<file path="src/rtl/cpu_pkg.sv">
// cpu_pkg: shared CPU definitions used by the execute stage.
//   - 5-bit opcode encodings
//   - condition-flag bit positions inside flags[3:0] = {Z,N,C,V}
//   - iterative multiplier state enum
//   - calc_flags(): flag image of a - b for compare instructions
package cpu_pkg;

  localparam logic [4:0] OP_NOP  = 5'h00;
  localparam logic [4:0] OP_ADD  = 5'h01;
  localparam logic [4:0] OP_SUB  = 5'h02;
  localparam logic [4:0] OP_AND  = 5'h03;
  localparam logic [4:0] OP_OR   = 5'h04;
  localparam logic [4:0] OP_XOR  = 5'h05;
  localparam logic [4:0] OP_SLL  = 5'h06;
  localparam logic [4:0] OP_SRL  = 5'h07;
  localparam logic [4:0] OP_SRA  = 5'h08;
  localparam logic [4:0] OP_ADDI = 5'h09;
  localparam logic [4:0] OP_MUL  = 5'h0A;
  localparam logic [4:0] OP_LD   = 5'h0F;
  localparam logic [4:0] OP_BEQ  = 5'h10;
  localparam logic [4:0] OP_BNE  = 5'h11;
  localparam logic [4:0] OP_BLT  = 5'h12;
  localparam logic [4:0] OP_BGE  = 5'h13;
  localparam logic [4:0] OP_JMP  = 5'h14;
  localparam logic [4:0] OP_ST   = 5'h15;

  localparam int FLAG_Z = 3;
  localparam int FLAG_N = 2;
  localparam int FLAG_C = 1;
  localparam int FLAG_V = 0;

  typedef enum logic [1:0] {IDLE, BUSY, DONE} mul_state_e;

  // Flags of a - b. C is "no borrow", V is signed overflow of the subtract.
  function automatic logic [3:0] calc_flags(input logic [31:0] a, input logic [31:0] b);
    logic [32:0] d;
    logic [3:0]  f;
    d         = {1'b0, a} - {1'b0, b};
    f[FLAG_Z] = (d[31:0] == 32'h0);
    f[FLAG_N] = d[31];
    f[FLAG_C] = ~d[32];
    f[FLAG_V] = (a[31] ^ b[31]) & (d[31] ^ a[31]);
    return f;
  endfunction

endpackage

</file>
<file path="src/rtl/ex_mul_iter.sv">
// ex_mul_iter: iterative shift-add multiplier, one partial product per cycle.
//   IDLE -> BUSY (MUL_CYCLES iterations) -> DONE -> IDLE.
// Ports:
//   clk, rst_n      clock, async active-low reset
//   start           MUL present in EX (already qualified by flush)
//   flush           abandon the operation, back to IDLE
//   a, b            multiplicand / multiplier, sampled on start in IDLE
//   busy            stall request: start cycle in IDLE plus every BUSY cycle
//   done            product valid (DONE state)
//   product         low DATA_W bits of a*b
module ex_mul_iter #(
  parameter int unsigned DATA_W     = 32,
  parameter int unsigned MUL_CYCLES = 32
) (
  input  logic              clk,
  input  logic              rst_n,
  input  logic              start,
  input  logic              flush,
  input  logic [DATA_W-1:0] a,
  input  logic [DATA_W-1:0] b,
  output logic              busy,
  output logic              done,
  output logic [DATA_W-1:0] product
);
  import cpu_pkg::*;

  localparam int unsigned     CNT_W = $clog2(MUL_CYCLES);
  localparam logic [CNT_W-1:0] LAST = CNT_W'(MUL_CYCLES - 1);

  mul_state_e        state_q, state_d;
  logic [DATA_W-1:0] mcand_q, mcand_d;
  logic [DATA_W-1:0] mplier_q, mplier_d;
  logic [DATA_W-1:0] acc_q, acc_d;
  logic [CNT_W-1:0]  count_q, count_d;

  always_comb begin
    state_d  = state_q;
    mcand_d  = mcand_q;
    mplier_d = mplier_q;
    acc_d    = acc_q;
    count_d  = count_q;
    if (flush) begin
      state_d = IDLE;
      count_d = '0;
    end else begin
      case (state_q)
        IDLE: if (start) begin
          mcand_d  = a;
          mplier_d = b;
          acc_d    = '0;
          count_d  = '0;
          state_d  = BUSY;
        end
        BUSY: begin
          // Only the low DATA_W product bits are kept, so the multiplicand
          // may simply shift out of the top.
          if (mplier_q[0]) acc_d = acc_q + mcand_q;
          mcand_d  = mcand_q << 1;
          mplier_d = mplier_q >> 1;
          count_d  = count_q + CNT_W'(1);
          if (count_q == LAST) state_d = DONE;
        end
        DONE:    state_d = IDLE;
        default: state_d = IDLE;
      endcase
    end
  end

  always_ff @(posedge clk or negedge rst_n) begin
    if (!rst_n) begin
      state_q  <= IDLE;
      mcand_q  <= '0;
      mplier_q <= '0;
      acc_q    <= '0;
      count_q  <= '0;
    end else begin
      state_q  <= state_d;
      mcand_q  <= mcand_d;
      mplier_q <= mplier_d;
      acc_q    <= acc_d;
      count_q  <= count_d;
    end
  end

  assign busy    = !flush && ((state_q == IDLE && start) || state_q == BUSY);
  assign done    = (state_q == DONE);
  assign product = acc_q;

endmodule

</file>
<file path="src/rtl/ex_stage.sv">
// ex_stage: execute stage. ALU, registered Z/N/C/V flags written by compares,
// branch/jump/call/returni resolution and (optionally) an iterative multiplier.
// Build option: define EX_MUL_EN to include the multiplier; otherwise MUL
// behaves as NOP and stall_req is constant 0.
// Ports:
//   clk, rst_n            clock, async active-low reset
//   flush                 kill the current op (no redirect, no flag write, no stall)
//   opcode, rd1, rd2,     ID/EX operands
//   sign_ext_imm, pc_plus_4, cmp, call, returni
//   ex_result             ALU / product / link value
//   store_data            rd2 pass-through
//   branch_taken/target   fetch redirect
//   flags                 {Z,N,C,V}
//   stall_req             multiplier in progress
module ex_stage #(
  parameter int unsigned DATA_W     = 32,
  parameter int unsigned MUL_CYCLES = 32
) (
  input  logic              clk,
  input  logic              rst_n,
  input  logic              flush,
  input  logic [4:0]        opcode,
  input  logic [DATA_W-1:0] rd1,
  input  logic [DATA_W-1:0] rd2,
  input  logic [DATA_W-1:0] sign_ext_imm,
  input  logic [DATA_W-1:0] pc_plus_4,
  input  logic              cmp,
  input  logic              call,
  input  logic              returni,
  output logic [DATA_W-1:0] ex_result,
  output logic [DATA_W-1:0] store_data,
  output logic              branch_taken,
  output logic [DATA_W-1:0] branch_target,
  output logic [3:0]        flags,
  output logic              stall_req
);
  import cpu_pkg::*;

  logic              mul_busy, mul_done;
  logic [DATA_W-1:0] mul_prod;

`ifdef EX_MUL_EN
  ex_mul_iter #(.DATA_W(DATA_W), .MUL_CYCLES(MUL_CYCLES)) u_mul (
    .clk     (clk),
    .rst_n   (rst_n),
    .start   (opcode == OP_MUL && !flush),
    .flush   (flush),
    .a       (rd1),
    .b       (rd2),
    .busy    (mul_busy),
    .done    (mul_done),
    .product (mul_prod)
  );
`else
  logic unused_cfg;
  assign unused_cfg = |MUL_CYCLES;
  assign mul_busy   = 1'b0;
  assign mul_done   = 1'b0;
  assign mul_prod   = '0;
`endif

  // ALU / result select
  always_comb begin
    ex_result = '0;
    case (opcode)
      OP_ADD:               ex_result = rd1 + rd2;
      OP_SUB:               ex_result = rd1 - rd2;
      OP_AND:               ex_result = rd1 & rd2;
      OP_OR:                ex_result = rd1 | rd2;
      OP_XOR:               ex_result = rd1 ^ rd2;
      OP_SLL:               ex_result = rd1 << rd2[4:0];
      OP_SRL:               ex_result = rd1 >> rd2[4:0];
      OP_SRA:               ex_result = $signed(rd1) >>> rd2[4:0];
      OP_ADDI, OP_LD, OP_ST: ex_result = rd1 + sign_ext_imm;
      // Product only in DONE; earlier cycles are bubbles into EX/MEM anyway.
      OP_MUL:               ex_result = mul_done ? mul_prod : '0;
      default:              ex_result = '0;
    endcase
    if (call) ex_result = pc_plus_4;
  end

  assign store_data = rd2;

  // Flags
  logic [3:0] flags_q, flags_d;

  always_comb begin
    flags_d = flags_q;
    if (cmp && !flush) flags_d = calc_flags(rd1, rd2);
  end

  always_ff @(posedge clk or negedge rst_n) begin
    if (!rst_n) flags_q <= '0;
    else        flags_q <= flags_d;
  end

  assign flags = flags_q;

  // Branch resolution from the registered flags, so a compare in the
  // previous cycle is already visible here.
  logic uncond, cond;

  always_comb begin
    uncond = call || returni || (opcode == OP_JMP);
    case (opcode)
      OP_BEQ:  cond =  flags_q[FLAG_Z];
      OP_BNE:  cond = !flags_q[FLAG_Z];
      OP_BLT:  cond =  flags_q[FLAG_N] ^ flags_q[FLAG_V];
      OP_BGE:  cond = !(flags_q[FLAG_N] ^ flags_q[FLAG_V]);
      default: cond = 1'b0;
    endcase
  end

  assign branch_taken  = !flush && (opcode != OP_MUL) && (uncond || cond);
  assign branch_target = uncond ? rd1 : pc_plus_4 + (sign_ext_imm << 2);
  assign stall_req     = mul_busy;

endmodule

</file>
<file path="config.mk">
export PLATFORM = sky130hd
export DESIGN_NAME = ex_stage
export DESIGN_NICKNAME = d
export VERILOG_FILES = /design/src/rtl/cpu_pkg.sv /design/src/rtl/ex_mul_iter.sv /design/src/rtl/ex_stage.sv
export SDC_FILE = /design/constraint.sdc
export NUM_CORES = 1
export LEC_CHECK = 0
export BUFFER_PORTS_ARGS = -buffer_cell sky130_fd_sc_hd__buf_2
export CAP_MARGIN = 20
export CORE_ASPECT_RATIO = 1.5
export CORE_MARGIN = 2
export CORE_UTILIZATION = 45
export CTS_CLUSTER_DIAMETER = 50
export DETAILED_ROUTE_END_ITERATION = 16
export PLACE_DENSITY = 0.67
export SETUP_SLACK_MARGIN = 0.4
export SYNTH_ARGS = -nofsm -noshare
export SYNTH_HDL_FRONTEND = slang
export SYNTH_SLANG_ARGS = --single-unit
</file>
<file path="constraint.sdc">
create_clock -name clk -period 11.55 [get_ports clk]
set_clock_uncertainty 0.1 [all_clocks]
set_input_delay 2.31 -clock clk [delete_from_list [all_inputs] [get_ports clk]]
set_output_delay 2.31 -clock clk [all_outputs]
set_load 0.05 [all_outputs]
</file>
### Word level (Yosys, flattened, before mapping)

Index checks and enable logic that the tools add are counted.

* div/mod/pow operators: 0
* reduce and logical (&&, ||, !) cells: 11
* bitwise gates (word level): 8
* multipliers: 0
* muxes and demuxes: 4
* $lt $le $gt $ge: 0
* equal/unequal tests: 17
* add/subtract/negate cells: 5
* shift-type cells: 3

Operator list (count)
* $pmux W32 S9: 1
* $add A32 B32 Y32: 3
* $mux W32: 2
* $sub A32 B32 Y33: 1
* $and A32 B32 Y32: 1
* $logic_not A32 Y1: 1
* $or A32 B32 Y32: 1
* $shl A32 B5 Y32: 1
* $shr A32 B5 Y32: 1
* $sshr A32 B5 Y32: 1
* $sub A32 B32 Y32: 1
* $xor A32 B32 Y32: 1
* $eq A5 B5 Y1 const B: 6
* $eq A5 B3 Y1 const B: 4
* $eq A5 B4 Y1 const B: 3
* $eq A5 B2 Y1 const B: 2
* $eq A5 B1 Y1 const B: 1
* $ne A5 B4 Y1 const B: 1
* $pmux W1 S4: 1
* $logic_and A1 B1 Y1: 3
* $logic_not A1 Y1: 3
* $logic_or A1 B1 Y1: 3
* $reduce_or A3 Y1: 1
* $xor A1 B1 Y1: 3
* other kinds (2): 2

* bits in writable memories: 0
* output and inout bits: 102
* bits in read-only memories: 0
* flip-flop bits (word level): 4
* memories: 0
* word-level logic and storage cells: 49
* bits of input ports: 139
* latch bits: 0

### Logic depth before layout (Yosys ltp)

* word-level depth: 5
* gate-level depth with buffers: 23
* depth with buffers taken out: 20

### Least setup slack after synthesis

OpenSTA, ideal clock, no wires.

* path type: input-to-output
* start point: input port rd2[0]
* end point: output port ex_result[23]
* required time: 9.140 ns
* arrival: 7.581 ns
* buffers on the path: 3
* slack: 1.559 ns
* stages on the path: 21
* cell sequence: clkbuf_1 > inv_2 > buf_2 > buf_1 > ha_1 > nand4_1 > or3_1 > or3_2 > a222oi_1 > inv_1 > ha_1 > nand2_1 > nor3_1 > a41oi_1 > nand3_1 > a22oi_1 > nor3_1 > o31ai_1 > nand3b_1 > o211a_1 > o21ai_0

* longest elaborated chain between the ends: 3
* elaborated cells on any way between the ends: 7

Ends and longest elaborated chain
* from (decl): line ex_stage.sv:24 `input logic [DATA_W-1:0] rd2,`
* $sub A32 B32 Y32, or another cell as far along: line ex_stage.sv:67 `OP_SUB: ex_result = rd1 - rd2;`
* $pmux W32 S9 *: line ex_stage.sv:65 `case (opcode)`
* $mux W32 *: line ex_stage.sv:79 `if (call) ex_result = pc_plus_4;`
* to (decl): line ex_stage.sv:30 `output logic [DATA_W-1:0] ex_result,`

Every way passes the cells marked *; elsewhere a longest branch is shown, timed or not.

### Final worst setup path

* start point: input port opcode[3]
* end point: output port ex_result[29]

* longest elaborated chain between the ends: 4
* elaborated cells on any way between the ends: 14

Ends and longest elaborated chain
* from (decl): line ex_stage.sv:22 `input logic [4:0] opcode,`
* $eq A5 B4 Y1 or $eq A5 B5 Y1 (tied branches): line ex_stage.sv:65
* $reduce_or A3 Y1: line ex_stage.sv:65
* $pmux W32 S9 *: line ex_stage.sv:65
* $mux W32 *: line ex_stage.sv:79

Marked as above.

==> impl_metrics.toml <==
[outcome]
outcome = "complete, no violations"

[cts]
insertion_delay_ns = 0.22
postCtsHoldBufs = 0
cts_setup_buffers = 0
clkTransAtPathRegs_ns = 0.03
cts_max_path_buffers = 2
cts_tree = "built"
cts_resized = 0
cts_buffers = 3
cts_sinks = 4
cts_root_buf = "clkbuf_16"
htree_levels = 1

[synth]
ys.flop_type = "dfrtp_1"
ys_ff_latch = 4
synth_top_cell_by_area = "ha_1"
synth-seq-area-share = 0.00786
synthArstFlopShare = 1.00
syn-num-nets = 2203
yosys-top-cells-area = "ha_1 17%, o21ai_0 8.4%, mux2i_1 7.0%"
synth_warnings = 0
ys_types = 89
yosysTopAreaCellShare = 0.165
synth_cells = 1893
avgSynthCellArea_um2 = 6.73
synth_edf_count = 0
synth_area_mm2 = 0.0127

[finish]
area_growth_pct = 9.14
stdcell_area_mm2 = 0.0139
fin_nets = 2323
fill_cells = 2971
largest_reg_flops = 4
layout-drive-gt1-share = 0.160
fin_cells = 2357
diodes = 0

[floorplanning]
start_util = 0.457
dieArea_mm2 = 0.0297
fp.dieH_um = 210
io_pins = 241
core_area_mm2 = 0.0279
num_rows = 75
die_w_um = 141

[drt]
vias = 16079
viasPerCell = 6.82
wl_per_cell_um = 26.7
dr.pass1.iters = 8
drc = 0
final_antenna_net_count = 0
wirelength_um = 62800
first_iter_violations = 1571

[worst_setup_path]
reg2reg_from = "flags[2]"
crit_path_cell_trace = "buf_2 -> nor3b_1 -> a21o_1 -> o211ai_1 -> nand2_1 -> o21ai_0 -> a222oi_1 -> inv_1 -> ha_1 -> nand2_1 -> nor3_1 -> a41oi_1 -> nand3_1 -> a22oi_1 -> o41ai_1 -> a21oi_1 -> o21bai_1 -> o221ai_1 -> a221o_1 -> buf_2"
worst_ep_required_time_ns = 9.14
crit_buf_inv = 3
cp_slowest_stage_delay_ns = 0.73
endpoint_kind = "output port"
crit_type = "in -> out"
timing.rr.end = "flags[2]"
crit_family = "compound AO/OA/AOI/OAI gates"
cp_data_arrival_time_ns = 7.72
cp-start-kind = "primary input"
rrSetupSlack_ns = 10.67
path_max_fanout = 27
cp_slowest_cell = "nand2_1"
ff2ff_path_depth = 1

[timing]
fin_crit_sh = 0.877
finalMaxSlewViolations = 0
rsz0062_at_grt = "no"
fmax_mhz = 98.7
tightest_slew_ns = 1.08
finalCriticalPeriod_ns = 10.13
setup_tns_ns = 0
setup_viol = 0
hold_viol = 0
relSlewSlack = 0.272
hold_slack_ns = 0.368

[global_routing]
antenna_found_initial = 1
grt-ovfl-total = 0
grt_max_degree = 91
grt_use_total = 0.404
grt_pass1_vias = 15240
grt_pass1_wl_um = 92500

[placed_design]
place_area_mm2 = 0.0138
placed_cells = 2352
place_congestion = 1.05
io_buffers = 239
hpwl_um = 49900

[power]
peakVddDrop_mv = 0.0372
leakagePower_nw = 6.45
finalPower_mw = 0.925
power_density_mw_per_mm2 = 66.5

[hold_path]
hold_path.startpoint = "flags[1]"
min_to = "flags[1]"
holdCritPathClass = "reg -> reg"
whs_path_depth = 2

[job]
maxCapViolations = 0
-- routing by layer --
metal	global-route usage	share of wire	vias to the layer above
met5	0	0.00019	-
li1	-	-	7287
met4	0.258	0.081	2
met1	0.482	0.37	7589
met3	0.0663	0.091	250
met2	0.667	0.46	951
-- layout make-up --
cell class | instances | area [um2] | share of cell area
timing repair buffer | 263 | 1380 | 0.0992
inverter | 110 | 413 | 0.0297
clock buffer | 3 | 75.1 | 0.00540
multi-input combinational | 1631 | 11500 | 0.827
sequential | 4 | 100 | 0.00720
tap | 346 | 433 | 0.0311
-- metrics by stage --
| stage | utilization | worst slack, ns |
|---|---|---|
| 2_1_floorplan | - | 1.56 |
| 3_3_place_gp | 0.495 | 1.63 |
| 3_5_place_dp | 0.495 | 1.58 |
| 4_1_cts | 0.498 | 1.56 |
| 5_1_grt | 0.499 | 0.867 |
| 6_report | 0.499 | 1.42 |
-- cells in the final DEF (no fill, tap or decap), types with 27 or more instances in the layout --
cell / count
a21o_1: 35
a21oi_1: 137
a221oi_1: 27
a22oi_1: 34
buf_2: 239
ha_1: 168
inv_1: 107
mux2i_1: 89
nand2_1: 155
nand2b_1: 39
nor2_1: 193
nor3_1: 51
o211ai_1: 29
o21ai_0: 214
xnor2_1: 31
xor2_1: 31
-- power by group --
| part | internal (mW) | total [mW] | switching (mW) |
|---|---|---|---|
| sequential | 0.0163 | 0.0183 | 0.00198 |
| clock | 0.0442 | 0.0539 | 0.00963 |
| combinational | 0.273 | 0.852 | 0.580 |
-- cells by family after synthesis --
logic type,share of synthesized area
AO/OA/AOI/OAI,0.363
AND/OR/NAND/NOR,0.218
buffers and inverters,0.0908
adder cells (fa/ha/maj),0.170
multiplexers,0.108
XOR/XNOR,0.0426
flip-flops,0.00786
other,0.000294
-- cell usage after synthesis, types with 6 or more instances --
cell / n
nand4_1: 7
o211ai_1: 29
o41ai_1: 10
mux4_2: 15
and2_1: 7
a211oi_1: 25
o2111ai_1: 7
buf_4: 34
nand3b_1: 6
a221oi_1: 27
and3_1: 13
a21oi_1: 137
xnor2_1: 31
a22oi_1: 34
o21a_1: 8
o21ai_0: 214
a31oi_1: 23
nand3_1: 25
buf_2: 18
nor4_1: 19
mux2_2: 13
a221o_1: 20
o31ai_1: 21
buf_1: 12
nor2_1: 194
o21bai_1: 10
nand2b_1: 39
a211o_1: 6
a222oi_1: 11
a21boi_0: 7
nand2_1: 155
ha_1: 168
inv_1: 107
a21o_1: 35
o21ai_1: 6
or3_1: 14
nor2b_1: 22
nor3_1: 51
clkbuf_1: 79
mux2i_1: 89
xor2_1: 31
a2111oi_0: 12
o221ai_1: 9
-- worst max path at each step --
stage | start | endpoint | slack, ns | cells past startpoint
4_1_cts | opcode[3] | ex_result[24] | 1.56 | 19
3_3_place_gp | rd2[2] | ex_result[29] | 1.63 | 21
5_1_grt | opcode[3] | ex_result[29] | 0.87 | 20
6_report | opcode[3] | ex_result[29] | 1.42 | 20
3_5_place_dp | opcode[3] | ex_result[29] | 1.58 | 20
2_1_floorplan | rd2[0] | ex_result[23] | 1.56 | 21
Power figures use the tool's default switching activity.
